<file path="src/rtl/spi_reg_pkg.sv">
// Shared types and constants for the serial register-bus initiator.
// Header layout and the read-only register map of the target live here.
package spi_reg_pkg;

  typedef enum logic [2:0] {
    ST_IDLE,
    ST_SETUP,
    ST_SHIFT_LO,
    ST_SHIFT_HI,
    ST_HOLD,
    ST_GAP
  } state_e;

  localparam int MIN_CLK_DIV = 4;

  localparam int HDR_RD_BIT   = 7;
  localparam int HDR_ADDR_MSB = 6;

  localparam logic [6:0] ADDR_STATUS = 7'd16;
  localparam logic [6:0] ADDR_FB_R0  = 7'd17;
  localparam logic [6:0] ADDR_FB_R1  = 7'd18;
  localparam logic [6:0] ADDR_FB_R2  = 7'd19;
  localparam logic [6:0] ADDR_FB_R3  = 7'd20;

  function automatic logic [7:0] make_header(input logic rd, input logic [6:0] a);
    logic [7:0] h;
    h = '0;
    h[HDR_RD_BIT] = rd;
    h[HDR_ADDR_MSB:0] = a;
    return h;
  endfunction

endpackage

</file>
<file path="src/rtl/spi_reg_master_tick.sv">
// Phase timer: down-counter that strobes phase_end_o on its terminal count
// and reloads, so every FSM phase lasts exactly CLK_DIV cycles from entry.
module spi_reg_master_tick #(
  parameter int CLK_DIV = 8
) (
  input  logic clk,
  input  logic rst,
  input  logic restart_i,
  output logic phase_end_o
);

  localparam int CW = (CLK_DIV > 1) ? $clog2(CLK_DIV) : 1;
  localparam logic [CW-1:0] TC_LOAD = CW'(CLK_DIV - 1);

  logic [CW-1:0] cnt_q, cnt_d;

  always_comb begin
    cnt_d = cnt_q - 1'b1;
    if (restart_i || cnt_q == '0) cnt_d = TC_LOAD;
  end

  always_ff @(posedge clk or negedge rst) begin
    if (!rst) cnt_q <= '0;
    else      cnt_q <= cnt_d;
  end

  assign phase_end_o = (cnt_q == '0);

endmodule

</file>
<file path="src/rtl/spi_reg_master.sv">
// Serial register-bus initiator: frames {rd_nwr, addr} plus 1-4 data bytes
// MSB first on CSB/SCLK/SDI and collects read bytes from a synchronized SDO.
module spi_reg_master
  import spi_reg_pkg::*;
#(
  parameter int CLK_DIV   = 8,
  parameter int MAX_BYTES = 4
) (
  input  logic                   clk,
  input  logic                   rst,
  input  logic                   start,
  input  logic                   rd_nwr,
  input  logic [6:0]             addr,
  input  logic [1:0]             len,
  input  logic [8*MAX_BYTES-1:0] wr_data,
  output logic                   busy,
  output logic                   done,
  output logic [8*MAX_BYTES-1:0] rd_data,
  output logic                   CSB,
  output logic                   SCLK,
  output logic                   SDI,
  input  logic                   SDO
);

  localparam int DW = 8 * MAX_BYTES;
  localparam int FW = DW + 8;
  localparam int BW = $clog2(FW);

  if (CLK_DIV < MIN_CLK_DIV) begin : g_div_check
    $error("spi_reg_master: CLK_DIV=%0d below minimum %0d", CLK_DIV, MIN_CLK_DIV);
  end
  if (MAX_BYTES != 4) begin : g_bytes_check
    $error("spi_reg_master: MAX_BYTES must be 4 (len is 2 bits)");
  end

  state_e        state_q, state_d;
  logic [FW-1:0] tx_q, tx_d;
  logic [DW-1:0] rx_q, rx_d;
  logic [DW-1:0] rd_data_q, rd_data_d;
  logic [1:0]    len_q, len_d;
  logic          rd_q, rd_d;
  logic [BW-1:0] bit_cnt_q, bit_cnt_d;
  logic          done_q, done_d;
  logic          csb_q, csb_d;
  logic          sclk_q, sclk_d;
  logic          sdi_q, sdi_d;
  logic          sdo_s1_q, sdo_s_q;

  logic          phase_end;
  logic [BW-1:0] last_bit;
  logic [DW-1:0] wr_stream;
  logic [DW-1:0] rd_unpacked;

  spi_reg_master_tick #(.CLK_DIV(CLK_DIV)) u_tick (
    .clk        (clk),
    .rst        (rst),
    .restart_i  (state_d != state_q),
    .phase_end_o(phase_end)
  );

  assign last_bit = BW'(8 * int'(len_q) + 15);

  // Byte 0 goes out first; read bytes arrive byte 0 first and end up in the high end of rx.
  always_comb begin
    wr_stream   = '0;
    rd_unpacked = '0;
    for (int k = 0; k < MAX_BYTES; k++) begin
      wr_stream[DW-1-8*k -: 8] = wr_data[8*k +: 8];
      if (k <= int'(len_q)) rd_unpacked[8*k +: 8] = rx_q[8*(int'(len_q) - k) +: 8];
    end
  end

  always_comb begin
    state_d   = state_q;
    tx_d      = tx_q;
    rx_d      = rx_q;
    len_d     = len_q;
    rd_d      = rd_q;
    bit_cnt_d = bit_cnt_q;
    rd_data_d = rd_data_q;
    done_d    = 1'b0;
    case (state_q)
      ST_IDLE: begin
        if (start) begin
          state_d   = ST_SETUP;
          rd_d      = rd_nwr;
          len_d     = len;
          bit_cnt_d = '0;
          rx_d      = '0;
          tx_d      = {make_header(rd_nwr, addr), rd_nwr ? {DW{1'b0}} : wr_stream};
        end
      end
      ST_SETUP:    if (phase_end) state_d = ST_SHIFT_LO;
      ST_SHIFT_LO: if (phase_end) state_d = ST_SHIFT_HI;
      ST_SHIFT_HI: begin
        if (phase_end) begin
          tx_d      = {tx_q[FW-2:0], 1'b0};
          bit_cnt_d = bit_cnt_q + 1'b1;
          if (rd_q && bit_cnt_q >= BW'(8)) rx_d = {rx_q[DW-2:0], sdo_s_q};
          state_d   = (bit_cnt_q == last_bit) ? ST_HOLD : ST_SHIFT_LO;
        end
      end
      ST_HOLD: if (phase_end) state_d = ST_GAP;
      ST_GAP: begin
        if (phase_end) begin
          state_d = ST_IDLE;
          done_d  = 1'b1;
          if (rd_q) rd_data_d = rd_unpacked;
        end
      end
      default: state_d = ST_IDLE;
    endcase

    // Pins are decoded from the next state so they leave flops and never glitch.
    csb_d  = (state_d == ST_IDLE) || (state_d == ST_GAP);
    sclk_d = (state_d == ST_SHIFT_HI);
    if (state_d == ST_SHIFT_LO)      sdi_d = tx_d[FW-1];
    else if (state_d == ST_SHIFT_HI) sdi_d = sdi_q;
    else                             sdi_d = 1'b0;
  end

  always_ff @(posedge clk or negedge rst) begin
    if (!rst) begin
      state_q   <= ST_IDLE;
      tx_q      <= '0;
      rx_q      <= '0;
      rd_data_q <= '0;
      len_q     <= '0;
      rd_q      <= 1'b0;
      bit_cnt_q <= '0;
      done_q    <= 1'b0;
      csb_q     <= 1'b1;
      sclk_q    <= 1'b0;
      sdi_q     <= 1'b0;
      sdo_s1_q  <= 1'b1;
      sdo_s_q   <= 1'b1;
    end else begin
      state_q   <= state_d;
      tx_q      <= tx_d;
      rx_q      <= rx_d;
      rd_data_q <= rd_data_d;
      len_q     <= len_d;
      rd_q      <= rd_d;
      bit_cnt_q <= bit_cnt_d;
      done_q    <= done_d;
      csb_q     <= csb_d;
      sclk_q    <= sclk_d;
      sdi_q     <= sdi_d;
      sdo_s1_q  <= SDO;
      sdo_s_q   <= sdo_s1_q;
    end
  end

  assign busy    = (state_q != ST_IDLE);
  assign done    = done_q;
  assign rd_data = rd_data_q;
  assign CSB     = csb_q;
  assign SCLK    = sclk_q;
  assign SDI     = sdi_q;

endmodule

</file>
<file path="config.mk">
export PLATFORM = sky130hd
export DESIGN_NAME = spi_reg_master
export DESIGN_NICKNAME = d
export VERILOG_FILES = /design/src/rtl/spi_reg_pkg.sv /design/src/rtl/spi_reg_master_tick.sv /design/src/rtl/spi_reg_master.sv
export SDC_FILE = /design/constraint.sdc
export NUM_CORES = 1
export LEC_CHECK = 0
export BUFFER_PORTS_ARGS = -buffer_cell sky130_fd_sc_hd__buf_4
export CAP_MARGIN = 20
export CORE_ASPECT_RATIO = 0.75
export CORE_UTILIZATION = 45
export DETAILED_ROUTE_END_ITERATION = 10
export PLACE_DENSITY = 0.68
export SLEW_MARGIN = 10
export SYNTH_ARGS = -nofsm -noshare
export SYNTH_HDL_FRONTEND = slang
export SYNTH_SLANG_ARGS = --single-unit
</file>
<file path="constraint.sdc">
create_clock -name clk -period 2.9 [get_ports clk]
set_clock_uncertainty 0.15 [all_clocks]
set_input_delay 0.145 -clock clk [delete_from_list [all_inputs] [get_ports clk]]
set_output_delay 0.145 -clock clk [all_outputs]
set_load 0.005 [all_outputs]
</file>
==> PnR_summary.wiki, run 1 <==
{| class="wikitable"
! Metric !! Value
|-
| Count of cells resized by post-cts repair || 0
|-
| Total gr overflow || 0
|-
| Proportion of netlist area held by the largest area contributor || approximately 52%
|-
| Detailed Route Iter0 Violations || 308
|-
| Die area || between 0.01 and 0.015 sq mm
|-
| Average wire per standard cell || 15.4 microns
|-
| Die H || ~100 microns
|-
| Clock tree from TritonCTS || yes
|-
| Net count of the mapped netlist || 645
|-
| Final Net Count || around 760
|-
| Kind of capture point of the worst setup path || flop
|-
| Largest area contributor in the netlist || dfrtp_1
|-
| Number of synthesized flops with an enable pin || 0
|-
| DRC || 0
|-
| Number of placement rows || 35
|-
| Fraction of the yosys area taken by sequential cells || a little over half
|-
| Count of synthesis-stage warnings from yosys || 0
|-
| Clock latency at the later pin of the worst-skew pair || approximately 410 ps
|-
| Achievable clock frequency || roughly 450 MHz
|-
| Worst Setup Start Kind || flop
|-
| Via count of the first global-routing pass || roughly 4500
|-
| Width of the die || roughly 130 microns
|-
| Largest net degree at the start of global routing || 65
|-
| Clock Tree Root || clkbuf_16
|-
| Sum Neg Setup Slack || 0 ps
|-
| Data required time of the critical path || around 3000 ps
|-
| Leakage power total || between 3 and 4 nW
|-
| Global-route usage over all layers || a little over a fifth
|-
| Initial DRT Pass Iterations || 5
|-
| Number of nets with antenna violations after routing || 0
|-
| Total via count after detailed routing || between 4000 and 5000
|-
| Arrival time reported for the critical path endpoint || 2340 ps
|-
| Maximum clock path buffer count || 2
|-
| Worst slew slack as a fraction of its limit || around 64%
|-
| Minimum clock period after layout || 2210 ps
|-
| Final critical-path share of the clock period || between 70% and 80%
|-
| Area growth, synth to finish || 31.2%
|-
| Synth Area per Inst || roughly 9.8 sq um
|-
| Placed wire-length estimate || around 9000 microns
|-
| Worst hold path type || primary input to asynchronous set/reset pin
|-
| Aggregate routed wire length || 13700 microns
|-
| TritonCTS Buffers || 17
|-
| Number of setup violations in the final report || 0
|-
| Area contributors post-synth || dfrtp_1, nand2_1, mux2_2, o21ai_0, a22oi_1
|-
| Flops & latches, synth || about 130
|-
| Netlist cell types || 43
|-
| Mapped cell area || just under 0.006 sq mm
|-
| Antenna cells || 0
|-
| Worst Path Class, Setup || flop to flop
|-
| Result of the run || finished clean
|-
| Main flop type after synthesis || dfrtp_1
|-
| Top fanout value on the critical path || between 40 and 50
|-
| Total design power || 6.79 mW
|-
| Count of final hold-check violations || 0
|-
| Post-DR vias/cell || roughly 5.3
|-
| Max Cap Violations || 0
|-
| Number of sinks handled by clock tree synthesis || 125
|-
| Buffers added on ports || 82
|-
| Number of H-tree levels || 4
|-
| Ratio of total power to cell area || slightly below 900 mW/mm^2
|-
| Transition time of the tightest slew-check pin || 544 ps
|-
| Final estimated routing congestion in global placement || around 0.84
|-
| I/O Pins || a little over 80
|-
| Area of the placeable core || 0.0124 sq mm
|-
| Antenna violations before repair || 0
|-
| Synthesized instance count || 593
|-
| Wire length of the first global-routing pass || 22800 microns
|-
| RSZ-0062 raised after global routing || false
|-
| Fraction of synthesis flops using an asynchronous set or reset pin || 100%
|-
| Share of cells above drive strength 1 || between 20% and 30%
|-
| Worst-case vdd ir drop || just under 0.7 mV
|-
| Number of slew-limit violations in the final report || 0
|-
| Initial cell density of the core || a little under half
|-
| Clock edge transition at the registers on the reported setup and hold paths || about 60 ps
|}
sequential cells by signal (all words and copies together), names as in the netlist:
register and count:
tx_q 40, rd_data 32, rx_q 32, bit_cnt_q 6
state_q 3, u_tick.cnt_q 3, len_q 2, CSB 1
SCLK 1, SDI 1, done 1, rd_q 1
sdo_s1_q 1, sdo_s_q 1
Yosys cell counts, types with 2 or more instances:
master      n
mux2i_1    22
ha_1        6
a211oi_1   13
mux2_2     23
dfstp_2     3
a22o_1      9
nor2_1     19
mux4_2      2
buf_1       3
a222oi_1    7
o21ai_0    50
nand2_1   165
nor2b_1     2
buf_2       5
a22oi_1    31
nand2b_1    2
nor3b_1     2
xor2_1      2
xnor2_1     5
nand3_1     3
and3b_1     2
nor3_1      2
a21o_1      9
dfrtp_1   122
o31ai_1     9
clkbuf_1   39
inv_1      15
a21oi_1     5
nand4b_1    2
what timing repair did:
item,4_1_cts,5_1_grt
hold endpoints to repair,133,0
buffers inserted,0,0
hold buffers,45,0
metrics by stage:
| stage | cell area [sq um] | cells | setup slack (ps) | hold WS, ps | utilization, % |
|---|---|---|---|---|---|
| 3_5_place_dp | 6640 | 811 | 718 | -14.2 | 53.4 |
| 4_1_cts | 7640 | 888 | 708 | 78.5 | 61.5 |
| 3_3_place_gp | 6640 | 811 | 809 | -28.0 | 53.4 |
| 6_report | 7640 | 888 | 687 | 81.5 | 61.5 |
| 2_1_floorplan | 5820 | 593 | 122 | -301 | - |
| 5_1_grt | 7640 | 888 | 535 | 109 | 61.5 |
worst max-delay path, cell delays in order (launching register included):
cell and delay, ps:
dfrtp_1 550, or3b_4 460, a21o_1 210, buf_4 260, a222oi_1 350, inv_1 80
cell families (layout without fill, tap and decap cells):
| group | after synthesis | after routing | synth area share (%) |
|---|---|---|---|
| compound gates | 139 | 139 | 16.1 |
| xor+xnor | 7 | 7 | 1.05 |
| fa+ha+maj | 6 | 6 | 1.29 |
| buf+inv | 63 | 192 | 4.30 |
| flops | 125 | 125 | 53.8 |
| mux | 47 | 47 | 9.00 |
| simple gates | 206 | 206 | 14.5 |
worst paths after layout:
kind	startpoint	endpoint	slack (ps)	cells past startpoint
max in group asynchronous	rst	rd_data[11]$_DFFE_PN0P_	1780	3
min	rst	rx_q[28]$_DFFE_PN0P_	80	2
min reg2reg	sdo_s1_q$_DFF_PN1_	sdo_s_q$_DFF_PN1_	210	0
min in group clk	sdo_s1_q$_DFF_PN1_	sdo_s_q$_DFF_PN1_	210	0
max reg2reg	state_q[1]$_DFF_PN0_	tx_q[33]$_DFFE_PN0P_	690	5
max	state_q[1]$_DFF_PN0_	tx_q[33]$_DFFE_PN0P_	690	5
routing by layer:
metal / vias up / wire (microns) / global-route usage, % / part of all wire, %
met5: - / 0 / 0 / 0
met4: 0 / 178 / 6.99 / 1.3
met3: 19 / 563 / 5.03 / 4.1
met2: 112 / 6280 / 32.6 / 46
met1: 2288 / 6680 / 31.8 / 49
li1: 2288 / - / - / -
power by group:
part / internal (mW) / switching, mW / total, mW
logic: 0.973 / 1.18 / 2.16
clock network: 1.16 / 0.778 / 1.94
registers: 2.25 / 0.447 / 2.70
area by class of cell:
class | instances | area, sq um
Tap cell | 166 | 208
Clock inverter | 12 | 88.8
Fill cell | 996 | 4790
Multi-Input combinational cell | 405 | 2470
Inverter | 15 | 56.3
Sequential cell | 125 | 3130
Timing Repair Buffer | 145 | 1230
Clock buffer | 20 | 467
cells in the final DEF (no fill, tap or decap), types with 9 or more instances in the layout:
cell type      Yosys  routed
clkbuf_16          0      17
inv_1             15      15
o31ai_1            9       9
nor2_1            19      19
mux2i_1           22      22
nand2_1          165     165
buf_4              0      98
o21ai_0           50      50
a211oi_1          13      13
dfrtp_1          122     122
a22oi_1           31      31
dlygate4sd3_1      0      45
a22o_1             9       9
a21o_1             9       9
mux2_2            23      23
Note: power is estimated with default switching activity, not from simulation.
==> inputs of run 2 (changes only) <==
- clock period: 2.9 -> 1.8 ns (I/O delays scaled with it)
==> run 2 against run 1 <==
  * The flow now finishes with violations (negative setup slack)
  * Register-to-register slack got worse by 810 ps
  * Cell count increased by 8.0%
  * Core utilization increased by 10 points
  * Count of clock-buffer cells in the layout increased by 1
  * Setup slack got worse by 810 ps
  * Clock power increased by 66%
  * Design area increased by 17%
  * Combinational power increased by 140%
  * Flip-flop and latch count unchanged
  * Total power increased by 89%
  * Critical path type unchanged
==> PnR_summary.wiki, run 2 (synthesis results as in run 1) <==
{| class="wikitable"
! Metric !! Value
|-
| Share of cells above drive strength 1 || approximately two fifths
|-
| Setup WS post-layout || -124 ps
|-
| Count of final hold-check violations || 0
|-
| Transition time of the tightest slew-check pin || just under 700 ps
|-
| Largest register FFs || 40
|-
| Arrival time reported for the critical path endpoint || around 2100 ps
|-
| Worst-case vdd ir drop || around 0.87 mV
|-
| Die H || 101 microns
|-
| Final estimated routing congestion in global placement || between 0.8 and 0.9
|-
| Start point of the critical path || state_q[1]$_DFF_PN0_
|-
| Buffers added on ports || 82
|-
| Worst Path Class, Setup || flop to flop
|-
| Number of sinks handled by clock tree synthesis || around 130
|-
| Total via count after detailed routing || approximately 5300
|-
| Register containing the most flip-flops in the final layout || tx_q
|-
| Commonest non-fill, non-tap cell in the layout || nand2_1
|-
| Average wire per standard cell || around 18 microns
|-
| Violated checks || negative setup slack
|-
| Hold path startpoint || start
|-
| Max Cap Violations || 0
|-
| Number of slew-limit violations in the final report || 0
|-
| Placed wire-length estimate || 9840 microns
|-
| Total internal power || between 8 and 9 mW
|-
| Minimum clock period after layout || between 1500 and 2000 ps
|-
| Maximum clock path buffer count || 2
|-
| Result of the run || complete, but fails checks
|-
| I/O Pins || 83
|-
| Number of placement rows || 35
|-
| Critical register-to-register path startpoint || state_q[1]$_DFF_PN0_
|-
| Sum Neg Setup Slack || -3880 ps
|-
| TritonCTS Buffers || 17
|-
| Kind of capture point of the worst setup path || flop
|-
| Global-route usage over all layers || between 20% and 30%
|-
| Clock latency at the later pin of the worst-skew pair || 420 ps
|-
| Number of H-tree levels || 4
|-
| Data required time of the critical path || between 1500 and 2000 ps
|-
| Top fanout value on the critical path || 14
|-
| Antenna violations before repair || 0
|-
| Initial DRT Pass Iterations || 9
|-
| Final Net Count || ~830
|-
| Achievable clock frequency || roughly 520 MHz
|-
| Largest net degree at the start of global routing || 126
|-
| Wire length of the first global-routing pass || 26400 microns
|-
| RSZ-0062 raised after global routing || true
|-
| Filler cells || roughly 840
|-
| Die area || 0.0134 sq mm
|-
| Number of nets with antenna violations after routing || 0
|-
| Detailed Route Iter0 Violations || 384
|-
| Via count of the first global-routing pass || approximately 5200
|-
| Total instance count after detailed placement || 850
|-
| Clock Tree Root || clkbuf_16
|-
| Ratio of total power to cell area || roughly 1400 mW/mm^2
|-
| Initial cell density of the core || about 47%
|-
| Min Hold Slack || between 30 and 40 ps
|-
| Number of setup violations in the final report || 75
|-
| Worst slew slack as a fraction of its limit || 54.9%
|-
| Area growth, synth to finish || 53.0%
|-
| Worst hold path type || primary input to flop
|-
| DRC || 0
|-
| Worst Setup Start Kind || flop
|-
| Clock edge transition at the registers on the reported setup and hold paths || 60 ps
|-
| Combinational cell fraction of total power || roughly 41%
|-
| Width of the die || about 130 microns
|-
| Aggregate routed wire length || about 17000 microns
|-
| Leakage power total || around 4.2 nW
|-
| Final critical-path share of the clock period || 107%
|-
| Switching share of power || around a third
|-
| Total gr overflow || 0
|-
| Switching power || approximately 4.5 mW
|-
| Area of the placeable core || 0.0124 sq mm
|-
| Post-DR vias/cell || between 5 and 6
|-
| Commonest cells after routing, fill and taps aside || nand2_1, buf_4, dfrtp_1, dlygate4sd3_1, a22oi_2
|-
| Clock tree from TritonCTS || yes
|-
| Final standard cell count with taps included and fillers excluded || roughly 960
|-
| Proportion of power drawn by flip-flops and latches || between 30% and 40%
|-
| Clock power share || 25.0%
|}
[run 2: power groups by stage]
| stage | clock network (mW) | registers [mW] | logic [mW] |
|---|---|---|---|
| after floorplan | 0 | 4.16 | 3.16 |
| after global placement | 0 | 4.33 | 4.07 |
| after detailed placement | 0 | 4.38 | 4.26 |
| after CTS | 3.23 | 4.36 | 4.69 |
| after global routing | 3.38 | 4.49 | 5.67 |
| final | 3.22 | 4.40 | 5.25 |
[run 2: path summary, 6_finish.rpt]
check,end,slack (ps),depth (start not counted)
worst min-delay path,state_q[0]$_DFF_PN0_,30,5
min in group asynchronous,rx_q[20]$_DFFE_PN0P_,140,3
worst max-delay path,tx_q[1]$_DFFE_PN0P_,-120,5
max in group asynchronous,len_q[0]$_DFFE_PN0P_,820,3
worst min register to register,sdo_s_q$_DFF_PN1_,200,0
worst max register to register,tx_q[1]$_DFFE_PN0P_,-120,5
[run 2: cell type report]
cell class / instances / area (sq um) / area share, %
sequential: 125 / 3130 / 35.2
clock inverter: 11 / 93.8 / 1.05
antenna: 1 / 2.50 / 0.0281
clock buffer: 21 / 460 / 5.17
multi-input combinational: 405 / 2800 / 31.4
tap: 166 / 208 / 2.33
timing repair buffer: 215 / 2150 / 24.1
inverter: 15 / 61.3 / 0.688
[run 2: what timing repair did]
item	CTS	global route
hold endpoints to repair	167	0
buffers inserted	6	14
resized for setup	21	58
endpoints found under the setup margin	67	111
gates cloned	4	8
pin swaps	7	8
hold buffers	45	0
[run 2: worst max-delay path, cell delays in order (launching register included)]
cell	delay [ps]
dfrtp_1	420
or3b_4	400
a21o_4	260
bufbuf_16	300
a22oi_2	180
nand2_1	90
[run 2: per-stage QoR]
stage                     power [mW]  setup WS [ps]  cell area (sq um)  utilization [%]
final                           12.9           -124               8910             71.6
after global routing            13.5           -201               8910             71.6
after CTS                       12.3          -96.9               8490             68.2
after detailed placement        8.64           -153               7230             58.1
after global placement          8.40          -79.3               7230             58.1
after floorplan                 7.32           -368               6210                -
[run 2: routing by layer]
layer / part of all wire, % / GRT usage (%) / vias up / routed length (microns)
li1: - / - / 2439 / -
met1: 46 / 35.9 / 2618 / 8000
met2: 46 / 40.2 / 183 / 8060
met3: 5.6 / 5.43 / 32 / 976
met4: 1.8 / 9.18 / 0 / 319
met5: 0 / 0 / - / 0
